**src/rtl/instr_fetch.sv**
```systemverilog
// Fetch stage: owns the PC, reads the async program ROM and registers the word for decode.
// Optional single-step debug gating is enabled with `define FETCH_STEP_EN (adds the step port).
module instr_fetch #(
    parameter int unsigned         ADDR_W   = 8,
    parameter int unsigned         INSTR_W  = 35,
    parameter logic [INSTR_W-1:0]  NOP_WORD = '0,
    parameter int unsigned         CNT_W    = 16
) (
    input  logic               clk,
    input  logic               reset,
    output logic [ADDR_W-1:0]  rom_addr,
    input  logic [INSTR_W-1:0] rom_data,
    output logic [INSTR_W-1:0] instr,
    output logic               instr_valid,
    input  logic               instr_ready,
    output logic [ADDR_W-1:0]  instr_pc,
    input  logic               jump_en,
    input  logic [ADDR_W-1:0]  jump_addr,
    input  logic               halt,
`ifdef FETCH_STEP_EN
    input  logic               step,
`endif
    output logic [CNT_W-1:0]   fetch_count
);

    typedef enum logic [1:0] {StBoot, StRun, StHalted} state_e;

    state_e             state_q, state_d;
    logic [ADDR_W-1:0]  pc_q, pc_d;
    logic [INSTR_W-1:0] instr_q, instr_d;
    logic [ADDR_W-1:0]  instr_pc_q, instr_pc_d;
    logic               valid_q, valid_d;
    logic [CNT_W-1:0]   cnt_q, cnt_d;

    logic step_ok;
    logic load;

`ifdef FETCH_STEP_EN
    assign step_ok = step;
`else
    assign step_ok = 1'b1;
`endif

    assign load = (state_q == StRun) && !halt && !jump_en && step_ok
                  && (!valid_q || instr_ready);

    always_comb begin
        state_d = state_q;
        unique case (state_q)
            StBoot:   state_d = StRun;
            StRun:    state_d = halt ? StHalted : StRun;
            StHalted: state_d = halt ? StHalted : StRun;
            default:  state_d = StBoot;
        endcase
    end

    // Jump outranks load and consume; it flushes the register and leaves a one-cycle bubble.
    always_comb begin
        pc_d       = pc_q;
        instr_d    = instr_q;
        instr_pc_d = instr_pc_q;
        valid_d    = valid_q;
        cnt_d      = cnt_q;
        if (jump_en) begin
            pc_d    = jump_addr;
            instr_d = NOP_WORD;
            valid_d = 1'b0;
        end else if (load) begin
            instr_d    = rom_data;
            instr_pc_d = pc_q;
            valid_d    = 1'b1;
            pc_d       = pc_q + ADDR_W'(1);
            if (cnt_q != {CNT_W{1'b1}}) begin
                cnt_d = cnt_q + CNT_W'(1);
            end
        end else if (valid_q && instr_ready) begin
            valid_d = 1'b0;
        end
    end

    always_ff @(posedge clk or posedge reset) begin
        if (reset) begin
            state_q    <= StBoot;
            pc_q       <= '0;
            instr_q    <= NOP_WORD;
            instr_pc_q <= '0;
            valid_q    <= 1'b0;
            cnt_q      <= '0;
        end else begin
            state_q    <= state_d;
            pc_q       <= pc_d;
            instr_q    <= instr_d;
            instr_pc_q <= instr_pc_d;
            valid_q    <= valid_d;
            cnt_q      <= cnt_d;
        end
    end

    assign rom_addr    = pc_q;
    assign instr       = instr_q;
    assign instr_valid = valid_q;
    assign instr_pc    = instr_pc_q;
    assign fetch_count = cnt_q;

endmodule

```
**config.mk**
```make
export PLATFORM = sky130hd
export DESIGN_NAME = instr_fetch
export DESIGN_NICKNAME = d
export VERILOG_FILES = /design/src/rtl/instr_fetch.sv
export SDC_FILE = /design/constraint.sdc
export NUM_CORES = 1
export LEC_CHECK = 0
export ABC_AREA = 1
export CAP_MARGIN = 20
export CELL_PAD_IN_SITES_DETAIL_PLACEMENT = 1
export CELL_PAD_IN_SITES_GLOBAL_PLACEMENT = 2
export CORE_MARGIN = 4
export CORE_UTILIZATION = 26
export DETAILED_ROUTE_END_ITERATION = 10
export PLACE_DENSITY_LB_ADDON = 0.1
export SETUP_SLACK_MARGIN = 0.02
export SYNTH_ARGS = -nofsm -noshare
export SYNTH_HDL_FRONTEND = slang
export SYNTH_SLANG_ARGS = --single-unit
```
**constraint.sdc**
```tcl
create_clock -name clk -period 3 [get_ports clk]
set_input_delay 0.6 -clock clk [delete_from_list [all_inputs] [get_ports clk]]
set_output_delay 0.6 -clock clk [all_outputs]
set_load 0.02 [all_outputs]
```
==> impl_results.md <==
* Status: complete, no violations
* Multi-input combinational cell area at 1262 um2
* Worst reg2reg startpoint: state_q[1]
* Post-CTS Setup Inserts at 0
* Post-Route WL at 10,370 um
* Final ANT Viol Nets at 0
* Final hold violations at 0
* Final period util at 0.7081
* Min Hold Slack at 0.4922 ns
* Worst Setup Start Kind: register
* Sequential fraction of the synthesis area at 0.5443
* Post-DP HPWL at 7314 um
* Lkg Pwr at 0.002183 uW
* Gr usage total at 0.1519
* Total number of vias at 2,889
* Root buffer cell: clkbuf_16
* Iter 0 DRT Violations at 157
* Worst VDD drop at 0.3235 mV
* Crit path max fanout at 7
* PortBufs at 115
* DIE AREA at 14,220 um2
* Yosys cell types at 27
* Yosys top cell by area: dfrtp_1
* YS warnings at 0
* Setup total negative slack at 0 ns
* Layout area overhead at 50.74%
* Yosys reg bits at 70
* CTS H-tree lvls at 3
* Tmin final at 2.124 ns
* Post-route DRC at 0
* Crit path kind: reg2out
* Top cell type's share of synthesized area at 0.5443
* Antenna violations before repair at 0
* Hold_sp: instr_pc[4]
* CP top delay family: buffers and inverters
* Pin count of the biggest net entering global routing at 71
* Post-Syn Instances at 348
* Clock Skews at 0.007580 ns
* CORE AREA at 12,060 um2
* Sink Count at 70
* Avg Vias per Cell at 4.542
* Slew Viols, Final at 0
* GPL Wtd Cong at 0.7166
* Vias in the first global route at 3,027
* FP Rows at 40
* Crit path buf inv count at 1
* Hold Path Class: reg2reg
* Die width at 119.3 um
* Max-Cap Viols at 0
* TritonCTS clock tree: done
* Worst-path clk slew at 0.06 ns
* Starting Density at 0.2668
* Flop-to-flop setup slack at 1.15 ns
* CP Capture Type: output pin
* Num ports at 116
* Slew at the pin with the worst max-slew slack at 0.4902 ns
* Syn_area_per_cell at 9.247 um2
* Area contributors post-synth: dfrtp_1 54%, nand2_1 11%, a22o_1 9.5%, nand3_1 3.4%, inv_1 3.3%
* WP depth at 1
* Rel. slew slack at 0.6724
* Layout cells sized above 1 at 0.06410
* Critical Path End: rom_addr[4]
* Worst path slowest cell: clkdlybuf4s50_1
* Crit path launch: rom_addr[4]
* Fmax at 470.8 MHz
* CP cell instances: clkdlybuf4s50_1
* Pwr dens at 787.6 nW/um2
* Fillers at 1,416
* Cell Area, Synth at 3218 um2
* Final nets at 516
* Initial DRT Pass Iterations at 4
* # resized after CTS at 0
* Skew-Pair Late Insertion Delay at 0.34 ns
* Syn nets at 401
* Drt wl/cell at 16.31 um
* Hold buffers post-CTS at 0
* RSZ-0062 raised after global routing: false
* Register Area at 1752 um2
* First-pass GRT wire length at 16,790 um
* Req. time, crit path at 2.40 ns
* Endpoints failing setup at 0
* Antenna cells at 0
* Crit-path max cell delay at 0.68 ns
* Die Y at 119.3 um
* R2R Path End: rom_addr[4]
* Clock Tree Buf Depth at 2
* CTS Buf Count at 9
* Cell count of the worst reg-to-reg path at 10
* Critical Path AT at 1.52 ns
* Congestion Overflow GR at 0
## cell usage in the layout (no fill, tap or decap), drive strengths merged
master and count:
o22ai 1, nor3 1, nand2 100, clkinv 3
nand3b 2, o211ai 3, a22o 35, buf 3
nand3 23, nand4 4, clkinvlp 1, o21ai 15
nor2 31, ha 5, bufinv 2, clkdlybuf4s50 115
xor2 7, a21oi 4, o21a 1, clkbuf 10
dfrtp 70, a211oi 1, a31oi 1, inv 30
## cell type report
| class | instances | area share |
|---|---|---|
| clock buffer | 10 | 0.04720 |
| clock inverter | 6 | 0.01780 |
| inverter | 30 | 0.02321 |
| multi-input combinational | 234 | 0.2603 |
| sequential | 70 | 0.3611 |
| tap | 168 | 0.04333 |
| timing repair buffer | 118 | 0.2471 |
## flip-flops by register name, indices dropped and copies added, names as in the netlist
register	count
instr_valid	1
instr	35
rom_addr	8
instr_pc	8
fetch_count	16
state_q	2
## report_power, final
| group | leakage, uW | internal [uW] | total (uW) | switching [uW] |
|---|---|---|---|---|
| Combinational | 0.00111 | 600 | 1320 | 717 |
| Clock | 0.000152 | 727 | 1150 | 422 |
| Sequential | 0.000925 | 1160 | 1360 | 196 |
| Total | 0.00218 | 2490 | 3820 | 1340 |
## cell families (layout without fill, tap and decap cells)
group / Yosys count / after routing / share of synthesized area
xor gates and xnor gates: 7 / 7 / 0.01905
AOI/OAI and AO/OA: 61 / 61 / 0.1404
DFF: 70 / 70 / 0.5443
buffers and inverters: 44 / 164 / 0.06338
and+or+nand+nor: 161 / 161 / 0.2134
adders and majority gates: 5 / 5 / 0.01944
## cell usage after synthesis, drive strengths merged
cell type    n
nand2      100
dfrtp       70
a22o        35
nor2        31
inv         30
nand3       23
o21ai       15
buf         13
xor2         7
ha           5
a21oi        4
nand4        4
o211ai       3
nand3b       2
a211oi       1
a31oi        1
clkbuf       1
nor3         1
o21a         1
o22ai        1
## layer usage
layer | global-route usage | vias up | wire length (um)
met5 | 0 | - | 0
met4 | 0.04345 | 0 | 115
met3 | 0.05081 | 12 | 517
met2 | 0.2455 | 68 | 5035
met1 | 0.1934 | 1417 | 4704
li1 | - | 1392 | -
## metrics by stage
step | utilization | instances | worst slack, ns | cell area (um2) | power [uW]
2_1_floorplan | - | 348 | 0.6318 | 3218 | 2059
3_3_place_gp | 0.3760 | 620 | 0.6183 | 4536 | 2691
3_5_place_dp | 0.3760 | 620 | 0.5712 | 4536 | 2707
4_1_cts | 0.4022 | 636 | 0.8622 | 4851 | 3893
5_1_grt | 0.4022 | 636 | 0.7821 | 4851 | 4075
6_report | 0.4022 | 636 | 0.8758 | 4851 | 3821
## worst min-delay path by stage
stage	end	slack [ns]	depth (start not counted)
6_report	instr_pc[4]	0.49	2
2_1_floorplan	state_q[0]	0.53	2
3_3_place_gp	instr_pc[4]	0.48	2
3_5_place_dp	instr_pc[4]	0.48	2
5_1_grt	instr[3]	0.51	1
4_1_cts	instr_pc[4]	0.50	2
Note: power is estimated with default switching activity, not from simulation.
